===== src/rtl/exe_ctrl_pkg.sv =====
// Shared encodings for the Execute-stage multi-cycle FPU controller:
// op codes, FSM state encoding and default latency constants.
package exe_ctrl_pkg;

  localparam int unsigned OP_W        = 3;
  localparam int unsigned DEF_MUL_LAT = 4;
  localparam int unsigned DEF_DIV_LAT = 16;
  localparam int unsigned DEF_CNT_W   = 5;

  // Values 6 and 7 are reserved and treated as single-cycle ops.
  typedef enum logic [OP_W-1:0] {
    FPU_ADD  = 3'd0,
    FPU_SUB  = 3'd1,
    FPU_MUL  = 3'd2,
    FPU_DIV  = 3'd3,
    FPU_ITOF = 3'd4,
    FPU_FTOI = 3'd5
  } fpu_op_e;

  typedef enum logic [1:0] {
    IDLE = 2'd0,
    RUN  = 2'd1,
    HOLD = 2'd2
  } ctrl_state_e;

endpackage


===== src/rtl/exe_lat_lookup.sv =====
// Combinational op -> total EX-cycle latency table.
module exe_lat_lookup
  import exe_ctrl_pkg::*;
#(
  parameter int unsigned MUL_LAT = DEF_MUL_LAT,
  parameter int unsigned DIV_LAT = DEF_DIV_LAT,
  parameter int unsigned CNT_W   = DEF_CNT_W
) (
  input  logic [OP_W-1:0]  op,
  output logic [CNT_W-1:0] lat
);

  always_comb begin
    lat = CNT_W'(1);
    case (op)
      FPU_MUL:  lat = CNT_W'(MUL_LAT);
      FPU_DIV:  lat = CNT_W'(DIV_LAT);
      FPU_ITOF: lat = CNT_W'(2);
      FPU_FTOI: lat = CNT_W'(2);
      default:  lat = CNT_W'(1);
    endcase
  end

endmodule


===== src/rtl/exe_multicycle_ctrl.sv =====
// Execute-stage sequencer for iterative FPU ops: freezes IF/ID/EX while an op
// runs and flags when FPUOut is final for the EX/MEM latch.
module exe_multicycle_ctrl
  import exe_ctrl_pkg::*;
#(
  parameter int unsigned MUL_LAT = DEF_MUL_LAT,
  parameter int unsigned DIV_LAT = DEF_DIV_LAT,
  parameter int unsigned CNT_W   = DEF_CNT_W
) (
  input  logic            clk,
  input  logic            reset,
  input  logic            IssueValid,
  input  logic [OP_W-1:0] IssueOp,
  input  logic            Flush,
  input  logic            DownStall,
  output logic            Stall,
  output logic            StartFpu,
  output logic [OP_W-1:0] OpLatched,
  output logic            ResultValid,
  output logic            Busy
);

  ctrl_state_e     state_q, state_d;
  logic [CNT_W-1:0] cnt_q, cnt_d;
  logic [OP_W-1:0]  op_q, op_d;
  logic [CNT_W-1:0] lat;
  logic             stall_c, start_c, rv_c;

  exe_lat_lookup #(
    .MUL_LAT (MUL_LAT),
    .DIV_LAT (DIV_LAT),
    .CNT_W   (CNT_W)
  ) u_lat (
    .op  (IssueOp),
    .lat (lat)
  );

  always_ff @(posedge clk or posedge reset) begin
    if (reset) begin
      state_q <= IDLE;
      cnt_q   <= '0;
      op_q    <= '0;
    end else begin
      state_q <= state_d;
      cnt_q   <= cnt_d;
      op_q    <= op_d;
    end
  end

  // Next-state, counter and handshake decode; Flush overrides everything.
  always_comb begin
    state_d = state_q;
    cnt_d   = cnt_q;
    op_d    = op_q;
    stall_c = 1'b0;
    start_c = 1'b0;
    rv_c    = 1'b0;
    if (Flush) begin
      state_d = IDLE;
      cnt_d   = '0;
    end else begin
      case (state_q)
        IDLE: begin
          if (IssueValid) begin
            if (lat <= CNT_W'(1)) begin
              rv_c = 1'b1;
            end else begin
              start_c = 1'b1;
              stall_c = 1'b1;
              op_d    = IssueOp;
              cnt_d   = CNT_W'(lat - CNT_W'(2));
              state_d = RUN;
            end
          end
        end
        RUN: begin
          if (cnt_q != '0) begin
            stall_c = 1'b1;
            cnt_d   = CNT_W'(cnt_q - CNT_W'(1));
          end else begin
            rv_c    = 1'b1;
            state_d = DownStall ? HOLD : IDLE;
          end
        end
        HOLD: begin
          rv_c = 1'b1;
          if (!DownStall) state_d = IDLE;
        end
        default: begin
          state_d = IDLE;
          cnt_d   = '0;
        end
      endcase
    end
  end

  // Combinational handshakes are forced low while reset is asserted.
  assign Stall       = stall_c & ~reset;
  assign StartFpu    = start_c & ~reset;
  assign ResultValid = rv_c & ~reset;
  assign OpLatched   = op_q;
  assign Busy        = (state_q != IDLE);

endmodule


===== config.mk =====
export PLATFORM = sky130hd
export DESIGN_NAME = exe_multicycle_ctrl
export DESIGN_NICKNAME = d
export VERILOG_FILES = /design/src/rtl/exe_ctrl_pkg.sv /design/src/rtl/exe_lat_lookup.sv /design/src/rtl/exe_multicycle_ctrl.sv
export SDC_FILE = /design/constraint.sdc
export NUM_CORES = 1
export LEC_CHECK = 0
export ABC_AREA = 0
export CAP_MARGIN = 15
export CORE_MARGIN = 3
export CORE_UTILIZATION = 31
export CTS_BUF_LIST = sky130_fd_sc_hd__clkbuf_2 sky130_fd_sc_hd__clkbuf_4 sky130_fd_sc_hd__clkbuf_8
export CTS_CLUSTER_DIAMETER = 100
export DETAILED_ROUTE_END_ITERATION = 10
export PLACE_DENSITY_LB_ADDON = 0.08
export SLEW_MARGIN = 10
export SYNTH_ARGS = -nofsm -noshare
export SYNTH_HDL_FRONTEND = slang
export SYNTH_HIERARCHICAL = 1
export SYNTH_SLANG_ARGS = --single-unit

===== constraint.sdc =====
create_clock -name clk -period 3.3 [get_ports clk]
set_clock_uncertainty 0.05 [all_clocks]
set_input_delay 0.66 -clock clk [delete_from_list [all_inputs] [get_ports clk]]
set_output_delay 0.66 -clock clk [all_outputs]
set_load 0.01 [all_outputs]

==> metrics.md <==
| Metric | Value |
|---|---|
| Synth top area cells | `dfrtp_1 (34%), ha_1 (5.1%), mux2_2 (4.6%)` |
| Post-Syn Area per Cell | `9.313 µm²` |
| Largest net degree at the start of global routing | `12` |
| Lkg Pwr | `0.4593 nW` |
| Ys Warns | `6` |
| Reg clk slew, reported paths | `0.06 ns` |
| Post-synthesis adder-cell area fraction | `0.05102` |
| Gr ovfl total | `0` |
| Most numerous cell in the Yosys netlist | `dfrtp_1` |
| Die H | `54.72 µm` |
| Asr flop ratio synth | `1.000` |
| Starting Density | `0.3294` |
| H-tree levels | `1` |
| First-pass GRT wire length | `2925 µm` |
| Post-synth EDFFs | `0` |
| Post-synth cell types | `36` |
| Setup crit end kind | `output port` |
| Synth Area in Simple Gates | `0.2789` |
| Die span in x | `54.72 µm` |
| Initial antenna violation count | `0` |
| CP Launch Type | `primary input` |
| Tot GR Track Use | `0.1426` |
| Via count | `635` |
| Required @ worst endpoint | `2.59 ns` |
| DRC violations left | `0` |
| Setup slack on the worst flop-to-flop path | `1.32 ns` |
| Post-synthesis sequential element count | `10` |
| Max Clk Rate | `313.2 MHz` |
| Worst r2r path cells | `7` |
| Crit Path Class | `primary input to output port` |
| Critical path peak fanout | `3` |
| Synth Instances | `79` |
| Final antenna-violating net count | `0` |
| Netlist Area Pre-Place | `735.7 µm²` |
| Cells after DPL | `130` |
| Fin cells | `133` |
| Clock buffer depth | `2` |
| Diodes inserted | `0` |
| Register area share after synthesis | `0.3401` |
| Top cells by count, synth | `dfrtp_1 (10), inv_1 (7), a21oi_1 (6)` |
| Syn nets | `90` |
| Data arrival, critical path | `2.48 ns` |
| Tmin final | `3.193 ns` |
| Layout cell share with drive strength beyond 1 | `0.2857` |
| Die ar. | `2994 µm²` |
| Nets | `118` |
| Fin. Hold Viols | `0` |
| Clk root buf | `clkbuf_4` |
| First drt pass iteration count | `4` |
| # clock sinks | `10` |
| Post-synthesis mux area share | `0.05952` |
| IO Port Bufs | `14` |
| Core region area | `2233 µm²` |
| Synth Area in XOR/XNOR | `0.03571` |
| Post-synth top flop | `dfrtp_1` |
| DR WL/cell | `12.54 µm` |
| CTS Buf Count | `3` |
| Hold/Removal Path Class | `flip-flop to flip-flop` |
| Max-Cap Viols | `0` |
| CTS tree | `yes` |
| Post-route cell area | `1021 µm²` |
| Routed vias/inst | `4.774` |
| Finish-stage setup viols | `0` |
| Synth top area share | `0.3401` |
| Cell Pwr Density | `451.5 nW/µm²` |
| Final Max Slew Viols | `0` |
| Syn-to-layout area delta | `38.78%` |
| Post-DP Area | `983.4 µm²` |
| I/O Pins | `15` |
| Vias in the first global route | `633` |
| Main combinational cell family by area after synthesis | `simple AND/OR/NAND/NOR gates` |
| Post-CTS Setup Bufs | `0` |
| DPL Wire Length | `1360 µm` |
| Most area-hungry cell type in the Yosys netlist | `dfrtp_1` |
| Worst hold stages | `1` |
| Rows | `17` |
| Later-pin clock latency in the skew report | `0.26 ns` |
| Routability cong. | `0.7924` |
| Routed WL | `1668 µm` |
| Run status | `completed` |
| RSZ-0062 raised after global routing | `no` |
| Initial DRC Count | `7` |
| Pwr Total | `461.0 µW` |
| Peak supply drop | `274.9 µV` |
| Final period util | `0.9675` |
| Compound-Gate Fraction of Synth Area | `0.1650` |
## path summary, 6_finish.rpt
path                                    from      endpoint
worst max register to register      cnt_q[0]      cnt_q[3]
worst max-delay path              IssueOp[0]         Stall
min in group asynchronous              reset    state_q[1]
max in group asynchronous              reset    state_q[0]
worst min register to register  OpLatched[2]  OpLatched[2]
worst min-delay path            OpLatched[2]  OpLatched[2]
## area by class of cell
| type | count | area, µm² |
|---|---|---|
| fillers | 219 | 1212 |
| repair buffers | 26 | 219.0 |
| well taps | 28 | 35.03 |
| multi-input cells | 58 | 464.2 |
| flip-flops and latches | 10 | 250.2 |
| clock buffers | 3 | 22.52 |
| inverters | 8 | 30.03 |
## critical path: stages
cell	delay [ns]
clkdlybuf4s50_1	0.49
nor3b_2	0.06
buf_4	0.13
or3b_4	0.40
a21o_1	0.23
a21oi_4	0.19
nor4_4	0.05
and2_1	0.17
clkbuf_2	0.12
## cell usage in the layout, fill, tap and decap left out, types with 2 or more instances in the layout
master,count
nand3_1,3
clkbuf_4,3
clkbuf_2,2
o21ai_0,3
clkdlybuf4s50_1,9
nor3_1,4
nand2_1,4
or3b_1,2
buf_4,12
dfrtp_1,10
o31ai_1,2
inv_1,6
mux2_2,3
or2_2,2
a21oi_1,6
xnor2_1,2
nor4_4,2
nor2_1,3
dlygate4sd2_1,2
nand3b_1,2
ha_1,2
## registers in the layout (all words and copies together), names as in the netlist
name       cells
cnt_q          5
OpLatched      3
state_q        2
## kinds of logic after synthesis
logic type      Yosys count
flops                    10
xor+xnor                  3
other cells               1
mux                       4
buf+inv                  11
simple gates             30
compound gates           17
fa+ha+maj                 3
## stage by stage
| step | TNS (ns) | hold WS [ns] | setup slack, ns | utilization |
|---|---|---|---|---|
| after floorplan | 0 | 0.4633 | 0.5091 | - |
| after global placement | -1.246 | 0.4415 | -0.4698 | 0.4403 |
| after CTS | 0 | 0.4610 | 0.0009279 | 0.4571 |
| final | 0 | 0.4580 | 0.1071 | 0.4571 |
| after detailed placement | -1.299 | 0.4467 | -0.5028 | 0.4403 |
| after global routing | 0 | 0.4803 | 0.007578 | 0.4571 |
## layer usage
metal	wire (µm)	share of wire	track usage	up-vias
met5	0	0	0	-
met4	49	0.029	0.09959	0
met3	42	0.025	0.01907	4
met2	721	0.43	0.1949	7
met1	855	0.51	0.2023	289
li1	-	-	-	335
## repair_timing
item,CTS,global route
endpoints found under the setup margin,3,2
pin swaps,0,2
hold buffers,0,0
resized for setup,10,5
## power breakdown
group | switching (mW) | internal [mW] | total (mW)
logic | 0.0968 | 0.113 | 0.210
registers | 0.0230 | 0.149 | 0.172
clock network | 0.0370 | 0.0419 | 0.0789
Power figures use the tool's default switching activity.
